### config.mk
export PLATFORM = sky130hd
export DESIGN_NAME = ternary_mem_arbiter
export DESIGN_NICKNAME = d
export VERILOG_FILES = /design/src/rtl/ternary_mem_arbiter_pkg.sv /design/src/rtl/arb_starve_counter.sv /design/src/rtl/ternary_mem_arbiter.sv
export SDC_FILE = /design/constraint.sdc
export NUM_CORES = 1
export LEC_CHECK = 0
export CORE_MARGIN = 5
export CORE_UTILIZATION = 33
export CTS_BUF_LIST = sky130_fd_sc_hd__clkbuf_16
export DETAILED_ROUTE_END_ITERATION = 10
export GPL_TIMING_DRIVEN = 0
export PLACE_DENSITY = 0.88
export SYNTH_ARGS = -nofsm -noshare
export SYNTH_HDL_FRONTEND = slang
export SYNTH_SLANG_ARGS = --single-unit
### constraint.sdc
create_clock -name clock -period 3.5 [get_ports clock]
set_input_delay 0.7 -clock clock [delete_from_list [all_inputs] [get_ports clock]]
set_output_delay 0.7 -clock clock [all_outputs]
set_load 0.005 [all_outputs]
### src/rtl/ternary_mem_arbiter_pkg.sv
// rtl/ternary_mem_arbiter_pkg.sv - shared sizes, trit encoding and arbiter state constants
// Purpose: common definitions for the ternary memory arbiter and its sub-module.
// Contents: WORD_SIZE / MEM_ADDR_SIZE in trits, default STARVE_LIMIT,
//           starvation counter width, zero-trit encoding, arbiter state enum.
package ternary_mem_arbiter_pkg;

  localparam int WORD_SIZE     = 9;
  localparam int MEM_ADDR_SIZE = 9;
  localparam int STARVE_LIMIT  = 4;

  // Wide enough for the largest allowed STARVE_LIMIT (15).
  localparam int STARVE_W = 4;

  // Two bits per trit; the zero trit is all-zero bits.
  localparam logic [1:0] TRIT_ZERO = 2'b00;

  typedef enum logic [1:0] {
    ARB_IDLE       = 2'd0,
    ARB_CPU        = 2'd1,
    ARB_EXT        = 2'd2,
    ARB_EXT_LOCKED = 2'd3
  } arb_state_e;

endpackage

### src/rtl/arb_starve_counter.sv
// rtl/arb_starve_counter.sv - saturating count of contested cycles lost by the external side
// Purpose: counts consecutive contested cycles the CPU won; clears on request.
// Ports:
//   clock, reset  rising-edge clock, synchronous active-high reset
//   inc           a contested cycle was won by the CPU
//   clr           external side granted or not requesting
//   at_limit      count has reached LIMIT
module arb_starve_counter
  import ternary_mem_arbiter_pkg::*;
#(
  parameter int LIMIT = 4
) (
  input  logic clock,
  input  logic reset,
  input  logic inc,
  input  logic clr,
  output logic at_limit
);

  logic [STARVE_W-1:0] count;

  always_ff @(posedge clock) begin
    if (reset || clr) begin
      count <= '0;
    end else if (inc && (count < STARVE_W'(LIMIT))) begin
      count <= count + 1'b1;
    end
  end

  assign at_limit = (count >= STARVE_W'(LIMIT));

endmodule

### src/rtl/ternary_mem_arbiter.sv
// rtl/ternary_mem_arbiter.sv - shares one ternary memory port between the CPU and an external requester
// Purpose: fixed CPU priority with a starvation override and an external lock for bursts.
// Ports:
//   clock, reset                          clock, synchronous active-high reset
//   cpu_mem_read/_write/_address/_write_data  CPU request side
//   cpu_mem_read_data, cpu_wait           CPU response / stall
//   ext_req/_we/_lock/_address/_write_data    external request side
//   ext_ack, ext_read_data                external completion
//   mem_address/_write_data/_read/_write  memory request, mem_read_data response
//   owner                                 registered arbiter state
module ternary_mem_arbiter
  import ternary_mem_arbiter_pkg::*;
#(
  parameter int WORD_SIZE     = ternary_mem_arbiter_pkg::WORD_SIZE,
  parameter int MEM_ADDR_SIZE = ternary_mem_arbiter_pkg::MEM_ADDR_SIZE,
  parameter int STARVE_LIMIT  = ternary_mem_arbiter_pkg::STARVE_LIMIT
) (
  input  logic                       clock,
  input  logic                       reset,
  input  logic                       cpu_mem_read,
  input  logic                       cpu_mem_write,
  input  logic [2*MEM_ADDR_SIZE-1:0] cpu_mem_address,
  input  logic [2*WORD_SIZE-1:0]     cpu_mem_write_data,
  output logic [2*WORD_SIZE-1:0]     cpu_mem_read_data,
  output logic                       cpu_wait,
  input  logic                       ext_req,
  input  logic                       ext_we,
  input  logic                       ext_lock,
  input  logic [2*MEM_ADDR_SIZE-1:0] ext_address,
  input  logic [2*WORD_SIZE-1:0]     ext_write_data,
  output logic                       ext_ack,
  output logic [2*WORD_SIZE-1:0]     ext_read_data,
  output logic [2*MEM_ADDR_SIZE-1:0] mem_address,
  output logic [2*WORD_SIZE-1:0]     mem_write_data,
  output logic                       mem_read,
  output logic                       mem_write,
  input  logic [2*WORD_SIZE-1:0]     mem_read_data,
  output logic [1:0]                 owner
);

  arb_state_e              state;
  logic                    rd_owner;     // last granted read belonged to the CPU
  logic                    ext_ack_q;
  logic                    ext_rd_ack;   // this cycle acks an external read
  logic [2*WORD_SIZE-1:0]  ext_rd_hold;

  logic cpu_req;
  logic cpu_rd_eff;
  logic locked;
  logic at_limit;
  logic starve_hit;
  logic cpu_grant;
  logic ext_grant;

  assign cpu_req    = cpu_mem_read | cpu_mem_write;
  // A simultaneous read+write strobe is treated as a write.
  assign cpu_rd_eff = cpu_mem_read & ~cpu_mem_write;

  // During the reset cycle the grant decision behaves as if from IDLE with a
  // cleared starvation count, whatever the registered state still holds.
  assign locked     = (state == ARB_EXT_LOCKED) && !reset;
  assign starve_hit = at_limit && !reset;

  assign cpu_grant  = !locked && cpu_req && !starve_hit;
  assign ext_grant  = ext_req && !cpu_grant;
  assign cpu_wait   = cpu_req && !cpu_grant;

  arb_starve_counter #(
    .LIMIT(STARVE_LIMIT)
  ) u_starve (
    .clock   (clock),
    .reset   (reset),
    .inc     (cpu_grant && ext_req),
    .clr     (ext_grant || !ext_req),
    .at_limit(at_limit)
  );

  always_comb begin
    mem_read       = 1'b0;
    mem_write      = 1'b0;
    mem_address    = {MEM_ADDR_SIZE{TRIT_ZERO}};
    mem_write_data = {WORD_SIZE{TRIT_ZERO}};
    if (cpu_grant) begin
      mem_read       = cpu_rd_eff;
      mem_write      = cpu_mem_write;
      mem_address    = cpu_mem_address;
      mem_write_data = cpu_mem_write_data;
    end else if (ext_grant) begin
      mem_read       = !ext_we;
      mem_write      = ext_we;
      mem_address    = ext_address;
      mem_write_data = ext_write_data;
    end
  end

  always_ff @(posedge clock) begin
    if (reset) begin
      state       <= ARB_IDLE;
      rd_owner    <= 1'b0;
      ext_ack_q   <= 1'b0;
      ext_rd_ack  <= 1'b0;
      ext_rd_hold <= '0;
    end else begin
      rd_owner   <= cpu_grant && cpu_rd_eff;
      ext_ack_q  <= ext_grant;
      ext_rd_ack <= ext_grant && !ext_we;
      if (ext_rd_ack) begin
        ext_rd_hold <= mem_read_data;
      end
      if (cpu_grant) begin
        state <= ARB_CPU;
      end else if (ext_grant) begin
        state <= ext_lock ? ARB_EXT_LOCKED : ARB_EXT;
      end else begin
        state <= ARB_IDLE;
      end
    end
  end

  // Memory data arrives one cycle after the read strobe, so the ack cycle
  // forwards it directly; the held copy serves every later cycle.
  assign ext_ack           = ext_ack_q;
  assign ext_read_data     = ext_rd_ack ? mem_read_data : ext_rd_hold;
  assign cpu_mem_read_data = rd_owner ? mem_read_data : '0;
  assign owner             = state;

endmodule

==> flow_summary.yaml <==
synth:
  ys_ff_latch: 27
  synth_top_family_by_area: "simple AND/OR/NAND/NOR gates"
  synth_edf_count: 0
  synth_area_um2: 1810
  synth_ff_type: "dfxtp_1"
  yosys.area_share.adder: 0.00693
  synth_common_cells: "nand2_1 (73), and2_1 (36), o22ai_1 (32), dfxtp_1 (27), mux2_2 (18)"
  ys_warn_count: 0
  synthMuxAreaShare: 0.112
  synth_area_leader_cell: "dfxtp_1"
  synthArstFlopShare: 0
  ys_types: 30
  synth_compound_area_frac: 0.191
  syn_nets: 338
  yosysSeqAreaShare: 0.299
  syn_inst: 240
  avgSynthCellArea_um2: 7.53
  yosys.area_share.simple: 0.319
  synth_xor_area_frac: 0.00485
  synth_top_area_frac: 0.299
  yosysMostFrequentCell: "nand2_1"
  synthTopCellsByArea: "dfxtp_1 (30%), nand2_1 (15%), and2_1 (12%)"
critical_path:
  reg2reg_depth: 4
  critPathCapture: "mem_address[5]"
  timing.rr.end: "ext_rd_hold[8]$_SDFF_PP0_"
  path_max_fanout: 10
  crit_start: "ext_req"
  cp.arrival_ns: 2.64
  reg2reg_from: "ext_rd_ack$_SDFF_PP0_"
  end_kind: "primary output"
  reg2reg_setup_slack_ns: 2.04
  critical_path_class: "in -> out"
  required_ns: 2.80
  startpoint_type: "primary input"
clock_tree:
  numClockSinks: 27
  post-cts-setup-buffer-count: 0
  cts_tree: "built"
  path_clk_slew_ns: 0.07
  clockRootBuffer: "clkbuf_16"
  htreeDepth: 1
  clk_path_buf_depth: 2
  clk_latency_ns: 0.26
  cts_buffers: 3
placement:
  gp_congestion: 0.878
  dp_hpwl_mm: 6.04
  port_buffers: 174
routing:
  vias: 2360
  drt_pass1_iterations: 4
  drt-initial-drc-count: 88
  drcViolationCount: 0
  post_drt_wl_per_cell_um: 14.8
  wirelength_mm: 7.26
  viasPerCell: 4.83
  ant_nets: 0
sta:
  max_freq_ghz: 0.299
  finalSetupTns_ns: 0
  fin_crit_ns: 3.34
  maxSlewViolCount: 0
  rsz0062_at_grt: "no"
  hold_viol: 0
  period_share: 0.954
  setup_viol: 0
  clock-skew-final_ns: 0.00320
die:
  core_um2: 5410
  die_y_um: 84.0
  placement_rows: 27
  die_w_um: 84.0
  die_area_um2: 7050
  initial_core_util: 0.334
  pin_count: 175
min_path:
  hp-class: "reg -> reg"
pwr:
  peakVddDrop_mv: 0.214
  combPwrFrac: 0.392
  p_leak_nw: 1.52
  switching_share: 0.252
  pwr_density_cell_nw_per_um2: 257
  p_int_mw: 0.718
  p_switching_mw: 0.241
  seq_power_share: 0.336
  clockPowerShare: 0.272
status:
  status: "complete, no violations"
finish:
  fin_util: 0.690
  fill_cells: 447
  diodes: 0
  drive_gt1_frac: 0.106
  area_growth_pct: 106
  nets: 516
grt:
  track_usage: 0.195
  grt_overflow_total: 0
  top_usage_layer: "met2"
  use_met1: 0.194
  antenna_found_initial: 0
  grt_pass1_vias: 2335
  grt_start_max_net_pins: 17
  met3_usage: 0.0819
  grt_first_pass_wirelength_mm: 11.1
  grt_use_met2: 0.355
run:
  cap_viol_max_count: 0
-- state kept, by name, summed over array words and instances, names as in the netlist --
register	cells
ext_rd_hold	18
ext_ack	1
u_starve.count	4
rd_owner	1
ext_rd_ack	1
owner	2
-- critical path, cell delays in order --
cell	delay, ns
clkdlybuf4s50_1	0.54
buf_2	0.25
clkbuf_1	0.36
nand2_1	0.09
o22ai_1	0.15
clkdlybuf4s50_1	0.55
-- placed cells by master (no fill, tap or decap), types with 3 or more instances in the layout --
master,instances
dfxtp_1,27
clkbuf_16,3
buf_2,6
mux2_2,18
o22ai_1,32
nor2_1,7
clkdlybuf4s50_1,174
buf_6,4
clkbuf_2,4
nand2_1,73
clkbuf_1,4
and2_1,36
o22ai_2,4
-- layer usage --
| layer | vias to the layer above | wire, µm |
|---|---|---|
| met4 | 0 | 196 |
| met1 | 1032 | 2710 |
| met2 | 144 | 3480 |
| met3 | 17 | 869 |
| met5 | - | 0 |
| li1 | 1167 | - |
-- layout make-up --
cell class	instances	area (µm²)	area share
Timing Repair Buffer	174	1740	0.467
Multi-Input combinational cell	191	1150	0.308
Buffer	19	118	0.0315
Clock buffer	3	75.1	0.0201
Clock inverter	1	7.51	0.00201
Sequential cell	27	541	0.145
Tap cell	72	90.1	0.0242
Inverter	2	7.51	0.00201
-- how the worst min path moves through the flow --
| stage | start | to | slack, ns | cells past startpoint |
|---|---|---|---|---|
| after CTS | u_starve.count[0]$_SDFFE_PP0P_ | u_starve.count[0]$_SDFFE_PP0P_ | 0.56 | 2 |
| final | u_starve.count[0]$_SDFFE_PP0P_ | u_starve.count[0]$_SDFFE_PP0P_ | 0.56 | 2 |
| after global routing | u_starve.count[0]$_SDFFE_PP0P_ | u_starve.count[0]$_SDFFE_PP0P_ | 0.60 | 2 |
| after global placement | u_starve.count[0]$_SDFFE_PP0P_ | u_starve.count[0]$_SDFFE_PP0P_ | 0.51 | 2 |
| after detailed placement | u_starve.count[0]$_SDFFE_PP0P_ | u_starve.count[0]$_SDFFE_PP0P_ | 0.54 | 2 |
| after floorplan | u_starve.count[0]$_SDFFE_PP0P_ | u_starve.count[0]$_SDFFE_PP0P_ | 0.49 | 2 |
-- what timing repair did --
action / 4_1_cts / 5_1_grt
hold buffers: 0 / 0
endpoints found under the setup margin: 0 / 29
gates resized for setup: 0 / 11
-- power groups by stage --
| stage | Combinational, mW | Clock [mW] | Sequential, mW |
|---|---|---|---|
| finish | 0.376 | 0.261 | 0.322 |
| detailed placement | 0.375 | 0 | 0.329 |
| global route | 0.404 | 0.279 | 0.323 |
| floorplan | 0.128 | 0 | 0.328 |
| global placement | 0.370 | 0 | 0.329 |
| CTS | 0.378 | 0.268 | 0.322 |
-- cell families after synthesis --
family                   count (synthesis)
adder cells (fa/ha/maj)                  1
buffers and inverters                   22
flip-flops                              27
AO/OA/AOI/OAI                           46
other                                    1
multiplexers                            18
XOR/XNOR                                 1
AND/OR/NAND/NOR                        124
-- stage by stage --
| step | hold slack (ns) | cell area, µm² | total power [mW] | worst slack (ns) | instances |
|---|---|---|---|---|---|
| floorplan | 0.491 | 1810 | 0.456 | 1.33 | 240 |
| finish | 0.558 | 3730 | 0.959 | 0.160 | 489 |
| global route | 0.602 | 3730 | 1.01 | 0.0233 | 489 |
| detailed placement | 0.539 | 3640 | 0.704 | 0.0547 | 486 |
| CTS | 0.558 | 3720 | 0.968 | 0.0448 | 490 |
| global placement | 0.509 | 3640 | 0.699 | 0.0587 | 486 |
(Power assumes the default switching activity.)
